<file path="config.mk">
export PLATFORM = sky130hd
export DESIGN_NAME = counter_cmd_seq_flat
export DESIGN_NICKNAME = d
export VERILOG_FILES = /design/src/rtl/counter_cmd_seq_pkg.sv /design/src/rtl/counter_cmd_seq_if.sv /design/src/rtl/counter_cmd_seq_fifo.sv /design/src/rtl/counter_cmd_seq.sv /design/src/flat_wrapper.sv
export SDC_FILE = /design/constraint.sdc
export NUM_CORES = 1
export LEC_CHECK = 0
export BUFFER_PORTS_ARGS = -buffer_cell sky130_fd_sc_hd__buf_4
export CAP_MARGIN = 10
export CORE_UTILIZATION = 58
export DETAILED_ROUTE_END_ITERATION = 16
export PLACE_DENSITY = 0.78
export SLEW_MARGIN = 10
export SYNTH_ARGS = -nofsm -noshare
export SYNTH_HDL_FRONTEND = slang
export SYNTH_SLANG_ARGS = --single-unit
</file>
<file path="constraint.sdc">
create_clock -name clk -period 3 [get_ports clk]
set_input_delay 0.3 -clock clk [delete_from_list [all_inputs] [get_ports clk]]
set_output_delay 0.3 -clock clk [all_outputs]
set_load 0.05 [all_outputs]
</file>
<file path="src/rtl/counter_cmd_seq_pkg.sv">
// Shared types and default widths for the counter command sequencer.
package counter_cmd_pkg;

  localparam int unsigned DefDw    = 4;
  localparam int unsigned DefLw    = 4;
  localparam int unsigned DefDepth = 4;

  typedef enum logic [1:0] {
    OpLoad = 2'b00,
    OpUp   = 2'b01,
    OpDown = 2'b10,
    OpNop  = 2'b11
  } cmd_op_e;

  typedef enum logic [1:0] {
    StIdle,
    StLoad,
    StRun,
    StNop
  } seq_state_e;

  typedef struct packed {
    cmd_op_e            op;
    logic [DefDw-1:0]   arg;
    logic [DefLw-1:0]   len;
  } cmd_t;

endpackage

</file>
<file path="src/rtl/counter_cmd_seq_if.sv">
// Command valid/ready channel into the sequencer.
interface counter_cmd_seq_if #(
  parameter int unsigned DW = 4,
  parameter int unsigned LW = 4
);
  logic          cmd_valid;
  logic          cmd_ready;
  logic [1:0]    cmd_op;
  logic [DW-1:0] cmd_arg;
  logic [LW-1:0] cmd_len;

  modport master (output cmd_valid, output cmd_op, output cmd_arg, output cmd_len,
                  input cmd_ready);
  modport slave  (input cmd_valid, input cmd_op, input cmd_arg, input cmd_len,
                  output cmd_ready);
endinterface

</file>
<file path="src/rtl/counter_cmd_seq_fifo.sv">
// Synchronous command FIFO; DEPTH must be a power of two so pointers wrap naturally.
module cmd_fifo
  import counter_cmd_pkg::*;
#(
  parameter int unsigned DEPTH = DefDepth
) (
  input  logic clk,
  input  logic rst,
  input  logic push,
  input  cmd_t wdata,
  input  logic pop,
  output logic full,
  output logic empty,
  output cmd_t head
);

  localparam int unsigned PtrW = (DEPTH > 1) ? $clog2(DEPTH) : 1;
  localparam int unsigned CntW = $clog2(DEPTH + 1);

  cmd_t            mem_q [DEPTH];
  logic [PtrW-1:0] wr_ptr_q, rd_ptr_q;
  logic [CntW-1:0] count_q;
  logic            do_push, do_pop;

  assign full    = (count_q == CntW'(DEPTH));
  assign empty   = (count_q == '0);
  assign head    = mem_q[rd_ptr_q];
  assign do_push = push && !full;
  assign do_pop  = pop && !empty;

  always_ff @(posedge clk) begin
    if (do_push) begin
      mem_q[wr_ptr_q] <= wdata;
    end
  end

  always_ff @(posedge clk) begin
    if (rst) begin
      wr_ptr_q <= '0;
      rd_ptr_q <= '0;
      count_q  <= '0;
    end else begin
      if (do_push) wr_ptr_q <= wr_ptr_q + PtrW'(1);
      if (do_pop)  rd_ptr_q <= rd_ptr_q + PtrW'(1);
      if (do_push && !do_pop)      count_q <= count_q + CntW'(1);
      else if (do_pop && !do_push) count_q <= count_q - CntW'(1);
    end
  end

endmodule

</file>
<file path="src/rtl/counter_cmd_seq.sv">
// Turns queued LOAD/UP/DOWN/NOP commands into per-cycle load/data/updown drive for
// a 4-bit up/down counter, chaining commands with no idle gap.
module counter_cmd_seq
  import counter_cmd_pkg::*;
#(
  parameter int unsigned DW    = DefDw,
  parameter int unsigned LW    = DefLw,
  parameter int unsigned DEPTH = DefDepth
) (
  input  logic             clk,
  input  logic             rst,
  counter_cmd_seq_if.slave cmd,
  output logic             load,
  output logic [DW-1:0]    data,
  output logic             updown,
  output logic             busy,
  output logic             done
);

  seq_state_e    state_q, state_d;
  logic [LW-1:0] remain_q, remain_d;
  logic          load_q, load_d;
  logic [DW-1:0] data_q, data_d;
  logic          updown_q, updown_d;
  logic          done_q, done_d;

  cmd_t wdata, head;
  logic full, empty, push, pop, last_beat;

  assign wdata.op  = cmd_op_e'(cmd.cmd_op);
  assign wdata.arg = cmd.cmd_arg;
  assign wdata.len = cmd.cmd_len;

  assign cmd.cmd_ready = !full;
  assign push          = cmd.cmd_valid && !full;

  cmd_fifo #(.DEPTH(DEPTH)) u_fifo (
    .clk   (clk),
    .rst   (rst),
    .push  (push),
    .wdata (wdata),
    .pop   (pop),
    .full  (full),
    .empty (empty),
    .head  (head)
  );

  assign last_beat = (state_q == StLoad) || (state_q == StNop) ||
                     ((state_q == StRun) && (remain_q == '0));
  assign pop       = !empty && ((state_q == StIdle) || last_beat);

  always_comb begin
    state_d  = state_q;
    remain_d = remain_q;
    load_d   = 1'b0;
    data_d   = data_q;
    updown_d = updown_q;
    done_d   = 1'b0;
    if (pop) begin
      unique case (head.op)
        OpLoad: begin
          state_d = StLoad;
          load_d  = 1'b1;
          data_d  = head.arg;
          done_d  = 1'b1;
        end
        OpUp, OpDown: begin
          state_d  = StRun;
          remain_d = head.len;
          updown_d = (head.op == OpUp);
          done_d   = (head.len == '0);
        end
        default: begin
          state_d = StNop;
          done_d  = 1'b1;
        end
      endcase
    end else if ((state_q == StRun) && !last_beat) begin
      remain_d = remain_q - LW'(1);
      // done is registered, so it is raised while entering the final beat
      done_d   = (remain_q == LW'(1));
    end else begin
      state_d = StIdle;
    end
  end

  always_ff @(posedge clk) begin
    if (rst) begin
      state_q  <= StIdle;
      remain_q <= '0;
      load_q   <= 1'b0;
      data_q   <= '0;
      updown_q <= 1'b1;
      done_q   <= 1'b0;
    end else begin
      state_q  <= state_d;
      remain_q <= remain_d;
      load_q   <= load_d;
      data_q   <= data_d;
      updown_q <= updown_d;
      done_q   <= done_d;
    end
  end

  assign load   = load_q;
  assign data   = data_q;
  assign updown = updown_q;
  assign done   = done_q;
  assign busy   = (state_q != StIdle) || !empty;

endmodule

</file>
<file path="src/flat_wrapper.sv">
// flat-port wrapper written by rule: the top's interface ports become plain ports
module counter_cmd_seq_flat import counter_cmd_pkg::*;
#(
  parameter int unsigned DW    = DefDw,
  parameter int unsigned LW    = DefLw,
  parameter int unsigned DEPTH = DefDepth
)
  (clk, rst, load, data, updown, busy, done, cmd_cmd_valid, cmd_cmd_op, cmd_cmd_arg, cmd_cmd_len, cmd_cmd_ready);
  counter_cmd_seq_if #(.DW(DW), .LW(LW)) cmd_i ();
  input  logic clk;
  input  logic rst;
  output logic load;
  output logic [DW-1:0] data;
  output logic updown;
  output logic busy;
  output logic done;
  input wire logic [$bits(cmd_i.cmd_valid)-1:0] cmd_cmd_valid;
  input wire logic [$bits(cmd_i.cmd_op)-1:0] cmd_cmd_op;
  input wire logic [$bits(cmd_i.cmd_arg)-1:0] cmd_cmd_arg;
  input wire logic [$bits(cmd_i.cmd_len)-1:0] cmd_cmd_len;
  output wire logic [$bits(cmd_i.cmd_ready)-1:0] cmd_cmd_ready;
  assign cmd_i.cmd_valid = cmd_cmd_valid;
  assign cmd_i.cmd_op = cmd_cmd_op;
  assign cmd_i.cmd_arg = cmd_cmd_arg;
  assign cmd_i.cmd_len = cmd_cmd_len;
  assign cmd_cmd_ready = cmd_i.cmd_ready;
  counter_cmd_seq #(.DW(DW), .LW(LW), .DEPTH(DEPTH)) u_core (.clk(clk), .rst(rst), .cmd(cmd_i), .load(load), .data(data), .updown(updown), .busy(busy), .done(done));
endmodule
</file>
# ---- Word-level counts from Yosys, hierarchy flattened
# Memory sizes are Yosys's and may differ from the RTL's. A register that Yosys moved wholly into a read port is not among the register bits.
# Cells that the tools add are included.
# W data, S select, Z words.
dict set report word_totals {
  regBits 20
  ramBits 40
  input_bits 13
  output_inout_bits 9
  elab_cells 71
  memories 1
}
# name words word_bits read_ports rd_ports_with_merged_regs wr line_no
set mem_list {}
lappend mem_list {u_core.u_fifo.mem_q 4 10 1 1 1 counter_cmd_seq_fifo.sv:20} ;# cmd_t mem_q [DEPTH];
dict set report classes {
  add_sub_neg 5
  eq_ne 9
  muxes 16
  bitwise_logic 1
  n_reduce_logical 30
}
# operator n
set ops {}
lappend ops {{$mux W4} 3}
lappend ops {{$logic_and A1 B1 Y1} 8}
lappend ops {{$logic_not A4 Y1} 2}
lappend ops {{$mux W2} 4}
lappend ops {{$eq A2 B2 Y1 const B} 3}
lappend ops {{$mux W1} 6}
lappend ops {{$mux W3} 2}
lappend ops {{$reduce_and A2 Y1} 3}
lappend ops {{$reduce_bool A2 Y1} 3}
lappend ops {{$logic_not A1 Y1} 5}
lappend ops {{$add A2 B1 Y2 const B} 2}
lappend ops {{$eq A2 B1 Y1 const B} 2}
lappend ops {{$eq A4 B1 Y1 const B} 1}
lappend ops {{$logic_not A2 Y1} 2}
lappend ops {{$logic_or A1 B1 Y1} 4}
lappend ops {{$pmux W2 S2} 1}
lappend ops {{$reduce_or A2 Y1} 2}
lappend ops {{$sub A4 B1 Y4 const B} 1}
lappend ops {{$add A3 B1 Y3 const B} 1}
lappend ops {{$eq A3 B3 Y1 const B} 1}
lappend ops {{$logic_not A3 Y1} 1}
lappend ops {{$sub A3 B1 Y3 const B} 1}
lappend ops {{$ne A2 B1 Y1 const B} 1}
lappend ops {{$ne A2 B2 Y1 const B} 1}
lappend ops {{$not A1 Y1} 1}

# ---- Logic depth before layout (Yosys ltp)
# Gate-level depths: netlist of the first run.
dict set report logic_depth {
  ltp_word 9
  depth_mapped 10
  depth_no_buf 10
}

# ---- By module
# Synthesis of the first run repeated with hierarchy kept, for this count alone.
dict set report hier_totals {
  cells_unflattened 178
  area_unflattened_um2 2622.5
}
# mod instances cells_each area_per_inst_um2 seq_area_each_um2
set by_module_without_submodules {}
lappend by_module_without_submodules {cmd_fifo 1 100 1909.3 1381.3}
lappend by_module_without_submodules {counter_cmd_seq 1 78 713.2 260.2}

# ---- Worst setup path before layout of the first run
# OpenSTA, ideal clock, no wires.
dict set report synth_timing {
  kind {flip-flop to flip-flop}
  start {reg u_core.remain_q[0]}
  end {reg u_core.u_fifo.count_q[2]}
  setup_time_ns 0.071
  t_arrival_ns 2.385
  t_required_ns 2.929
  setup_slack_ns 0.544
  stages_incl_launch_ff 11
  path_buffers 0
  synth_period_minus_slack_ns 2.456
  path_cell_list {dfxtp_1 -> inv_1 -> ha_1 -> or3b_1 -> a21oi_2 -> inv_2 -> ha_1 -> fa_1 -> xnor2_1 -> or3_1 -> a21oi_1}
}
dict set report synth_via {
  elab_chain_cells 9
  elab_cells_between_ends 11
  classes_between {mux (1); reduce/logical (10)}
}
# element line_no
set synth_rtl {}
lappend synth_rtl {{from (decl)} counter_cmd_seq.sv:21} ;# logic [LW-1:0] remain_q, remain_d;
lappend synth_rtl {{from (signal assigned)} counter_cmd_seq.sv:97} ;# remain_q <= remain_d;
lappend synth_rtl {{$logic_not A4 Y1 *} counter_cmd_seq.sv:49} ;# ((state_q == StRun) && (remain_q == '0));
lappend synth_rtl {{$logic_and A1 B1 Y1 *} counter_cmd_seq.sv:49}
lappend synth_rtl {{$logic_or A1 B1 Y1 *} counter_cmd_seq.sv:48} ;# assign last_beat = (state_q == StLoad) || (state_q == StNop) ||
lappend synth_rtl {{$logic_or A1 B1 Y1 *} counter_cmd_seq.sv:50} ;# assign pop = !empty && ((state_q == StIdle) || last_beat);
lappend synth_rtl {{$logic_and A1 B1 Y1 *} counter_cmd_seq.sv:50}
lappend synth_rtl {{$logic_and A1 B1 Y1 *} counter_cmd_seq_fifo.sv:29} ;# assign do_pop = pop && !empty;
lappend synth_rtl {{$logic_not A1 Y1} counter_cmd_seq_fifo.sv:45} ;# if (do_push && !do_pop) count_q <= count_q + CntW'(1);
lappend synth_rtl {{$logic_and A1 B1 Y1} counter_cmd_seq_fifo.sv:45}
lappend synth_rtl {{$mux W3 / $reduce_bool A2 Y1 (equally long branches)} n/a}
lappend synth_rtl {{to (signal assigned)} counter_cmd_seq_fifo.sv:45}
lappend synth_rtl {{to (signal assigned)} counter_cmd_seq_fifo.sv:46} ;# else if (do_pop && !do_push) count_q <= count_q - CntW'(1);
lappend synth_rtl {{to (decl)} counter_cmd_seq_fifo.sv:22} ;# logic [CntW-1:0] count_q;
# Every way passes the cells marked *; elsewhere a longest branch is shown, timed or not.
# A chain may end at the register's enable or synchronous reset.

# ---- Worst setup path after layout of the first run
# Same ends and word-level chain as after synthesis.

==> results of run 1 <==
area by class of cell:
cell class,count,share of cell area
clock buffers,9,0.0411
repair buffers,23,0.0573
clock inverters,7,0.0295
multi-input cells,101,0.296
well taps,50,0.0207
inverters,9,0.0112
flip-flops and latches,62,0.544
per-stage QoR:
stage	total power, mW	hold slack, ns	utilization	setup WS [ns]
floorplan	2.03	0.399	-	0.544
global placement	2.24	0.451	0.676	0.559
detailed placement	2.29	0.451	0.676	0.433
CTS	3.07	0.161	0.728	0.402
global route	3.23	0.152	0.728	0.261
finish	3.06	0.163	0.728	0.388
routing by layer:
layer,vias to the layer above,track usage,part of all wire
li1,717,-,-
met4,0,0.120,0.020
met1,694,0.268,0.44
met2,44,0.367,0.50
met5,-,0,0
met3,11,0.0559,0.039
registers in the layout, summed over array words and instances (netlist names), 2 cells and up, named ones only:
register / cells
u_core.u_fifo.mem_q: 40
u_core.u_fifo.rd_ptr_q: 2
u_core.u_fifo.count_q: 3
u_core.state_q: 2
u_core.u_fifo.wr_ptr_q: 2
u_core.data: 4
u_core.remain_q: 4
worst max path at each step:
stage,startpoint,end,slack [ns]
3_5_place_dp,u_core.remain_q[0],u_core.u_fifo.count_q[2],0.43
4_1_cts,u_core.remain_q[0],u_core.u_fifo.count_q[2],0.40
6_report,u_core.remain_q[0],u_core.u_fifo.count_q[2],0.39
5_1_grt,u_core.remain_q[0],u_core.u_fifo.count_q[2],0.26
2_1_floorplan,u_core.remain_q[0],u_core.u_fifo.count_q[2],0.54
3_3_place_gp,u_core.remain_q[0],u_core.u_fifo.count_q[2],0.56
cell usage after synthesis (2+ instances only):
| cell type | number |
|---|---|
| a21oi_1 | 6 |
| and2_1 | 4 |
| buf_6 | 2 |
| clkbuf_1 | 2 |
| dfxtp_1 | 22 |
| edfxtp_1 | 40 |
| ha_1 | 10 |
| inv_1 | 8 |
| mux2i_1 | 3 |
| mux4_1 | 7 |
| mux4_2 | 3 |
| nand2_1 | 7 |
| nand2b_1 | 3 |
| nand3_1 | 5 |
| nor2_1 | 16 |
| nor2b_1 | 4 |
| nor3_1 | 3 |
| nor3b_1 | 2 |
| o211ai_1 | 2 |
| o21ai_0 | 3 |
| o2bb2ai_1 | 2 |
| or3_1 | 2 |
| xnor2_1 | 3 |
| xor2_1 | 2 |
report_power, final:
group | switching, mW | internal (mW)
Sequential | 0.102 | 1.06
Clock | 0.314 | 0.463
Combinational | 0.666 | 0.457
logic make-up (layout without fill, tap and decap cells):
logic type / after synthesis / count (layout) / share of synthesized area
simple gates: 50 / 50 / 0.0981
flops: 62 / 62 / 0.631
buf+inv: 14 / 48 / 0.0260
fa+ha+maj: 11 / 11 / 0.0558
compound gates: 22 / 22 / 0.0640
xor+xnor: 5 / 5 / 0.0168
mux: 13 / 13 / 0.108
==> reports/results.txt, run 1 <==
post-CTS sizing = 0
Critical Path Source Type = register
CP delay by family, top = adder cells
min-delay src = cmd_cmd_op[1]
Cell Rows = 23
reg2reg path depth = 10
clk sink count = 62
R2R Setup Slk = 0.39 ns
share of cells above drive strength 1 = 0.223
Post-CTS Setup Repair Bufs = 0
peak supply drop = 0.638 mV
commonest non-fill, non-tap cells in the layout = edfxtp_1, buf_4, dfxtp_1
Core Box Area = 4140 um^2
Hold Fails Final Rpt = 0
storage element area = 1640 um^2
Num CTS Buffers = 9
crit path cell chain = inv_1 -> ha_1 -> or3b_1 -> a21oi_2 -> inv_2 -> ha_1 -> fa_1 -> xnor2_1 -> or3_1 -> a21oi_1
CTS tree = done
kind of critical path = reg -> reg
maximum number of pins on one net before global-route repair = 23
sequential area share after synthesis = 0.631
first-pass GRT wire length = 7.02 mm
Yosys top cell area share = 0.462
diode count = 0
Max Root-Sink Buffers = 2
hold path depth = 1
fin cells = 261
placed standard-cell area = 2800 um^2
critical path depth in cells = 10
largest area contributor in the netlist = edfxtp_1
Total GRT Usage = 0.223
relative slew slack = 0.595
full die area = 4760 um^2
Worst Path Buf+Inv = 2
Port Buffer Count = 21
Worst Setup End Kind = register
delay of the slowest cell on the worst path = 0.38 ns
Post-Route WL = 4.55 mm
Setup-failing EPs final = 0
hold endpoint = u_core.u_fifo.mem_q[1][9]
Max Freq = 383 MHz
CTS root buf = clkbuf_8
fin nets = 230
post-synthesis cell count = 177
drt drc = 0
Power per Cell Area = 1020 nW/um^2
dpl cells = 245
CTS Hold Bufs = 0
Yosys warning total = 0
Fillers = 277
most common cell after layout, fill and taps aside = edfxtp_1
R2R Path Start = u_core.remain_q[0]
via count = 1466
main flop type after synthesis = edfxtp_1
Syn Area/Cell = 14.7 um^2
io pins = 22
Multi-input gate area = 892 um^2
Arr. time, crit path = 2.87 ns
fin area = 3020 um^2
Slew Viols, Final = 0
Synth cell types = 40
main area contributors after synthesis = edfxtp_1, dfxtp_1, mux4_1, ha_1, mux4_2
Post-Syn Nets = 201
Tcrit/Tclk final = 0.871
Worst Path Required = 3.26 ns
Least-Margin Pin Slew = 0.608 ns
H-tree depth = 3
CP max-delay cell = or3b_1
Die W = 69.0 um
setup_tns = 0 ns
Hold Crit Class = in -> reg
Final Critical Period = 2.61 ns
Static Leakage = 1.12 nW
clk_skew = 0.00611 ns
Final ANT Viol Nets = 0
Pre-antenna DRT Iters = 4
FF+latch count, synth = 62
Die Height = 69.0 um
share of flip-flops with an asynchronous set or reset = 0
worst-path fanout max = 6
Most common cell on crit path = ha_1
DP HPWL = 3.09 mm
number of synthesized flops with an enable pin = 40
# Max-Cap Violations = 0
via/cell ratio = 5.62
antenna violations before repair = 0
post-synthesis cell area = 2600 um^2
GP Congestion = 0.879
RSZ-0062 raised after global routing = no
Clock Pin Slew Worst Setup and Hold Paths = 0.07 ns
grt ovf = 0
area grow syn2layout = 15.9%
clk_lat worst skew = 0.33 ns
wire per inst = 17.4 um
vias in the first global route = 1431
initial cell density of the core = 0.628
reg2reg end = u_core.u_fifo.count_q[2]
Initial DRC Count = 96
status = complete, no violations
Note: power is estimated with default switching activity, not from simulation.
==> run 2: changes to the inputs <==
--- a/config.mk
+++ b/config.mk
@@ -7,9 +7,9 @@
 export LEC_CHECK = 0
 export BUFFER_PORTS_ARGS = -buffer_cell sky130_fd_sc_hd__buf_4
 export CAP_MARGIN = 10
-export CORE_UTILIZATION = 58
+export CORE_UTILIZATION = 53
 export DETAILED_ROUTE_END_ITERATION = 16
-export PLACE_DENSITY = 0.78
+export PLACE_DENSITY_LB_ADDON = 0.15
 export SLEW_MARGIN = 10
 export SYNTH_ARGS = -nofsm -noshare
 export SYNTH_HDL_FRONTEND = slang
==> constraint.sdc (replaced) <==
create_clock -name clk -period 2.1 [get_ports clk]
set_input_delay 0.21 -clock clk [delete_from_list [all_inputs] [get_ports clk]]
set_output_delay 0.21 -clock clk [all_outputs]
set_load 0.005 [all_outputs]
==> reports/results.txt, run 2 (synthesis results as in run 1) <==
failing checks = setup timing
Die W = 72.1 um (+4.5%)
most common cell after layout, fill and taps aside = edfxtp_1
Max Freq = 438 MHz (+14%)
placed standard-cell area = 2960 um^2 (+5.4%)
max FFs per register = 40 (unchanged)
io pins = 22 (unchanged)
wire per inst = 15.6 um (-10%)
Least-Margin Pin Slew = 0.554 ns (-0.0536 ns)
share of cells above drive strength 1 = 0.320 (+0.0973)
Power per Cell Area = 1380 nW/um^2 (+36%)
R2R Path Start = u_core.remain_q[0]
DP HPWL = 3.12 mm (+0.84%)
clk sink count = 62 (unchanged)
full die area = 5190 um^2 (+9.1%)
CTS root buf = clkbuf_8
Port Buffer Count = 21 (unchanged)
vias in the first global route = 1528 (+6.8%)
Critical Path Source Type = register
hold path depth = 1 (unchanged)
via count = 1527 (+4.2%)
crit path cell chain = inv_2 -> ha_4 -> or3b_4 -> a21oi_4 -> inv_2 -> ha_4 -> fa_2 -> xnor2_1 -> or3_1 -> a21oi_2
GP Congestion = 0.797 (-9.3%)
clk_lat worst skew = 0.33 ns (about the same)
CP max-delay cell = or3b_4
maximum number of pins on one net before global-route repair = 23 (unchanged)
critical path depth in cells = 10 (unchanged)
Worst Path Required = 2.36 ns (-0.90 ns)
initial cell density of the core = 0.551 (-0.0770)
Setup-failing EPs final = 2 (+2)
antenna violations before repair = 0 (unchanged)
Multi-input gate area = 941 um^2 (+5.5%)
Tot Pwr = 4.40 mW (+44%)
Cell Rows = 25 (+8.7%)
Worst Setup End Kind = register
relative slew slack = 0.631 (+0.0357)
Fillers = 348 (+26%)
Post-Route WL = 4.57 mm (+0.42%)
Num CTS Buffers = 9 (unchanged)
Hold WS = 0.0804 ns (-0.0828 ns)
CP delay by family, top = simple AND/OR/NAND/NOR gates
storage element area = 1650 um^2 (+0.23%)
via/cell ratio = 5.23 (-6.9%)
H-tree depth = 3 (unchanged)
Setup WS pre-CTS = -0.171 ns (-0.604 ns)
Static Leakage = 1.19 nW (+6.1%)
fin nets = 245 (+6.5%)
min-delay src = cmd_cmd_len[3]
Max Root-Sink Buffers = 2 (unchanged)
reg2reg end = u_core.u_fifo.count_q[2]
Hold Crit Class = in -> reg
Final Critical Period = 2.29 ns (-0.326 ns)
# Max-Cap Violations = 0 (unchanged)
reg2reg path depth = 10 (unchanged)
RSZ-0062 raised after global routing = yes
Die Height = 72.1 um (+4.5%)
diode count = 0 (unchanged)
Tcrit/Tclk final = 1.09 (+0.218)
Core Box Area = 4720 um^2 (+14%)
Initial DRC Count = 95 (-1.0%)
Top reg by flops = u_core.u_fifo.mem_q
Total GRT Usage = 0.197 (-0.0260)
fin util = 0.675 (-0.0522)
Arr. time, crit path = 2.55 ns (-0.32 ns)
fin area = 3190 um^2 (+5.8%)
Clock Pin Slew Worst Setup and Hold Paths = 0.07 ns (about the same)
commonest non-fill, non-tap cells in the layout = edfxtp_1, buf_4, dfxtp_1
clk_skew = 0.00539 ns (-0.000724 ns)
Worst Path Buf+Inv = 2 (unchanged)
kind of critical path = reg -> reg
Hold Fails Final Rpt = 0 (unchanged)
final worst setup slack = -0.185 ns (-0.574 ns)
peak supply drop = 0.594 mV (-6.9%)
worst-path fanout max = 2 (-4)
Pre-antenna DRT Iters = 4 (unchanged)
status = finished with violations
grt ovf = 0 (unchanged)
delay of the slowest cell on the worst path = 0.39 ns (about the same)
R2R Setup Slk = -0.19 ns (-0.57 ns)
drt drc = 0 (unchanged)
Slew Viols, Final = 0 (unchanged)
hold endpoint = u_core.u_fifo.mem_q[2][3]
area grow syn2layout = 22.7%
first-pass GRT wire length = 7.36 mm (+4.8%)
Final ANT Viol Nets = 0 (unchanged)
CTS tree = done
-- run 2: timing repair --
action                     CTS  global route
setup buffers                0             1
setup endpoints to repair    3             3
pin swaps                    0             2
gates resized for setup      3             5
hold buffers                 0             0
-- run 2: routing by layer --
metal / wire, um / global-route usage / up-vias
met5: 0 / 0 / -
met4: 57 / 0.0915 / 0
met3: 169 / 0.0653 / 7
met2: 2270 / 0.299 / 29
met1: 2070 / 0.259 / 741
li1: - / - / 750
-- run 2: final cells by class --
cell class                      instances  area share
Clock buffer                            9      0.0388
Tap cell                               67      0.0263
Sequential cell                        62       0.516
Clock inverter                          6      0.0243
Inverter                                9      0.0106
Multi-Input combinational cell        101       0.295
Timing Repair Buffer                   38      0.0894
-- run 2: how the worst max path moves through the flow --
stage	start	to	slack [ns]
after global routing	u_core.remain_q[0]	u_core.u_fifo.count_q[2]	-0.26
after detailed placement	u_core.remain_q[0]	u_core.u_fifo.count_q[2]	-0.17
after CTS	u_core.remain_q[0]	u_core.u_fifo.count_q[2]	-0.17
after floorplan	u_core.remain_q[0]	u_core.u_fifo.count_q[2]	-0.16
final	u_core.remain_q[0]	u_core.u_fifo.count_q[2]	-0.19
after global placement	u_core.remain_q[0]	u_core.u_fifo.count_q[2]	-0.07
-- run 2: where the power goes --
group	switching [mW]	total, mW	internal [mW]
registers	0.116	1.64	1.52
clock network	0.423	1.07	0.649
logic	0.845	1.69	0.848
total	1.38	4.40	3.02
-- run 2: worst reg2reg max path: cells and delay by family, from the launching register on --
kind,cells,cell delay [ns]
adder cells (fa/ha/maj),3,0.63
flip-flops,1,0.32
buffers and inverters,2,0.14
XOR/XNOR,1,0.13
AO/OA/AOI/OAI,2,0.30
AND/OR/NAND/NOR,2,0.71
-- run 2: per-stage QoR --
step                      TNS [ns]  std cells
after floorplan             -0.201        177
final                       -0.204        292
after detailed placement    -0.193        276
after CTS                   -0.200        291
after global placement     -0.0688        276
after global routing        -0.371        292
==> run 3: changes to the inputs <==
--- a/config.mk
+++ b/config.mk
@@ -5,9 +5,11 @@
 export SDC_FILE = /design/constraint.sdc
 export NUM_CORES = 1
 export LEC_CHECK = 0
+export ABC_AREA = 1
 export BUFFER_PORTS_ARGS = -buffer_cell sky130_fd_sc_hd__buf_4
 export CAP_MARGIN = 10
 export CORE_UTILIZATION = 53
+export CTS_CLUSTER_SIZE = 16
 export DETAILED_ROUTE_END_ITERATION = 16
 export PLACE_DENSITY_LB_ADDON = 0.15
 export SLEW_MARGIN = 10
==> reports/results.txt, run 3 <==
Worst Path Required = 2.37 ns (about the same)
Total GRT Usage = 0.220 (+0.0233)
largest area contributor in the netlist = edfxtp_1
clk_skew = 0.00558 ns (+0.000195 ns)
Cell Rows = 25 (unchanged)
CTS root buf = clkbuf_8
share of cells above drive strength 1 = 0.218 (-0.102)
post-synthesis cell area = 2660 um^2 (+2.3%)
post-synthesis cell count = 257 (+45%)
critical path depth in cells = 11 (+1)
drt drc = 0 (unchanged)
main flop type after synthesis = edfxtp_1
Power per Cell Area = 1460 nW/um^2 (+5.8%)
Fillers = 395 (+14%)
via/cell ratio = 5.08 (-2.9%)
max FFs per register = 40 (unchanged)
most frequent cell after synthesis = edfxtp_1
Tcrit/Tclk final = 0.941 (-0.147)
Port Buffer Count = 21 (unchanged)
wire per inst = 13.8 um (-12%)
GP Congestion = 0.813 (+2.0%)
Final ANT Viol Nets = 0 (unchanged)
share of flip-flops with an asynchronous set or reset = 0 (unchanged)
main area contributors after synthesis = edfxtp_1, dfxtp_1, nand2_1, nor2_1, ha_1
diode count = 0 (unchanged)
Initial DRC Count = 68 (-28%)
Worst Setup End Kind = register
status = complete, no violations
Setup-failing EPs final = 0 (-2)
grt ovf = 0 (unchanged)
peak supply drop = 0.789 mV (+33%)
Num CTS Buffers = 9 (unchanged)
# Max-Cap Violations = 0 (unchanged)
area grow syn2layout = 18.5%
relative slew slack = 0.733 (+0.103)
crit path cell chain = inv_2 -> ha_1 -> nand2_2 -> nand2_4 -> nand2_4 -> ha_2 -> fa_2 -> a21oi_1 -> o21a_1 -> o21ai_0 -> a21oi_1
Yosys top cell area share = 0.451 (-0.0104)
Final Critical Period = 1.98 ns (-0.308 ns)
clk_lat worst skew = 0.34 ns (about the same)
reg2reg end = u_core.u_fifo.count_q[2]
reg2reg path depth = 11 (+1)
fin cells = 370 (+27%)
via count = 1879 (+23%)
Max Freq = 506 MHz (+16%)
Core Box Area = 4790 um^2 (+1.3%)
io pins = 22 (unchanged)
R2R Path Start = u_core.remain_q[0]
Worst Path Buf+Inv = 1 (-1)
Yosys warning total = 0 (unchanged)
number of synthesized flops with an enable pin = 40 (unchanged)
Critical Path Source Type = register
Static Leakage = 1.32 nW (+11%)
full die area = 5310 um^2 (+2.2%)
Die W = 72.9 um (+1.1%)
dpl cells = 351 (+27%)
Least-Margin Pin Slew = 0.398 ns (-0.156 ns)
setup_tns = 0 ns (+0.204 ns)
DP HPWL = 3.57 mm (+15%)
CTS Hold Bufs = 0 (unchanged)
Pre-antenna DRT Iters = 4 (unchanged)
initial cell density of the core = 0.556 (+0.00535)
clk sink count = 62 (unchanged)
sequential area share after synthesis = 0.617 (-0.0142)
Syn Area/Cell = 10.4 um^2 (-30%)
FF+latch count, synth = 62 (unchanged)
kind of critical path = reg -> reg
hold path depth = 1 (unchanged)
Post-Route WL = 5.09 mm (+11%)
Clock Pin Slew Worst Setup and Hold Paths = 0.07 ns (about the same)
Top reg by flops = u_core.u_fifo.mem_q
Arr. time, crit path = 2.25 ns (-0.30 ns)
vias in the first global route = 1829 (+20%)
crit path launch = u_core.remain_q[0]
Commonest cells post-synth = edfxtp_1, nand2_1, nor2_1, inv_1, dfxtp_1
Synth cell types = 32 (-20%)
CP endpoint = u_core.u_fifo.count_q[2]
Hold Fails Final Rpt = 0 (unchanged)
most common cell after layout, fill and taps aside = edfxtp_1
NetSw = 1.80 mW (+30%)
P_int = 2.80 mW (-7.1%)
Max Root-Sink Buffers = 2 (unchanged)
H-tree depth = 3 (unchanged)
commonest non-fill, non-tap cells in the layout = edfxtp_1, buf_4, nand2_1
clock power share = 0.191 (-0.052)
fin nets = 322 (+31%)
switching share of total power = 0.391 (+0.0767)
worst-path fanout max = 5 (+3)
CP max-delay cell = fa_2
Post-Syn Nets = 281 (+40%)
CP delay by family, top = adder cells
Die Height = 72.9 um (+1.1%)
R2R Setup Slk = 0.12 ns (+0.31 ns)
antenna violations before repair = 0 (unchanged)
register share of total power = 0.362 (-0.010)
Hold Crit Class = in -> reg
Gate power share = 0.446 (+0.062)
CTS tree = done
fin util = 0.659 (-0.0164)
first-pass GRT wire length = 8.33 mm (+13%)
RSZ-0062 raised after global routing = no
maximum number of pins on one net before global-route repair = 14 (-39%)
Slew Viols, Final = 0 (unchanged)
delay of the slowest cell on the worst path = 0.35 ns (-0.04 ns)
==> run 3: cells by family (layout without fill, tap and decap cells) <==
logic type      count (synthesis)  after routing  share of synthesized area
compound gates                 41             41                     0.0903
xor+xnor                        1              1                    0.00329
fa+ha+maj                      11             11                     0.0545
buf+inv                        38             84                     0.0616
flops                          62             62                      0.617
simple gates                  104            104                      0.173
==> run 3: power groups by stage <==
stage | Combinational, mW | Sequential (mW) | Clock, mW
global route | 2.31 | 1.70 | 0.943
finish | 2.05 | 1.67 | 0.881
floorplan | 1.42 | 1.67 | 0
global placement | 1.96 | 1.68 | 0
CTS | 2.03 | 1.67 | 0.900
detailed placement | 2.00 | 1.69 | 0
==> run 3: final cells by class <==
class | instances | area (um^2) | area share
Clock buffer | 10 | 128 | 0.0405
Clock inverter | 6 | 38.8 | 0.0123
Inverter | 29 | 109 | 0.0345
Multi-Input combinational cell | 157 | 861 | 0.273
Sequential cell | 62 | 1640 | 0.520
Tap cell | 67 | 83.8 | 0.0266
Timing Repair Buffer | 39 | 293 | 0.0928
==> run 3: worst min path at each step <==
stage / startpoint / to
after detailed placement: cmd_cmd_arg[3] / u_core.u_fifo.mem_q[1][7]
after global placement: cmd_cmd_op[1] / u_core.u_fifo.mem_q[2][9]
after floorplan: cmd_cmd_len[0] / u_core.u_fifo.mem_q[0][0]
final: cmd_cmd_arg[3] / u_core.u_fifo.mem_q[1][7]
after CTS: cmd_cmd_arg[3] / u_core.u_fifo.mem_q[1][7]
after global routing: cmd_cmd_arg[3] / u_core.u_fifo.mem_q[1][7]
==> run 3: worst register-to-register path, stage by stage, from the launching register on <==
cell and delay (ns):
dfxtp_1 0.34, inv_2 0.08, ha_1 0.16, nand2_2 0.08, nand2_4 0.10, nand2_4 0.05
ha_2 0.19, fa_2 0.35, a21oi_1 0.17, o21a_1 0.17, o21ai_0 0.08, a21oi_1 0.14
==> run 3: timing repair <==
item                                    4_1_cts  5_1_grt
pin swaps                                     0        0
buffers inserted                              0        3
endpoints found under the setup margin        1        5
resized for setup                             2        3
==> run 3: metrics by stage <==
step                      power, mW  hold slack, ns  cell area [um^2]  setup WS, ns
after floorplan                3.09           0.309              2660        0.0691
after global placement         3.64           0.413              2960         0.155
after detailed placement       3.69           0.414              2960        0.0532
after CTS                      4.60          0.0560              3130        0.0193
after global routing           4.95          0.0563              3150        0.0224
final                          4.60          0.0703              3150         0.123
==> run 3: layer usage <==
| metal | up-vias | GRT usage | wire [um] |
|---|---|---|---|
| met1 | 879 | 0.265 | 2260 |
| li1 | 945 | - | - |
| met3 | 15 | 0.0663 | 215 |
| met5 | - | 0 | 0 |
| met4 | 0 | 0.118 | 159 |
| met2 | 40 | 0.356 | 2450 |
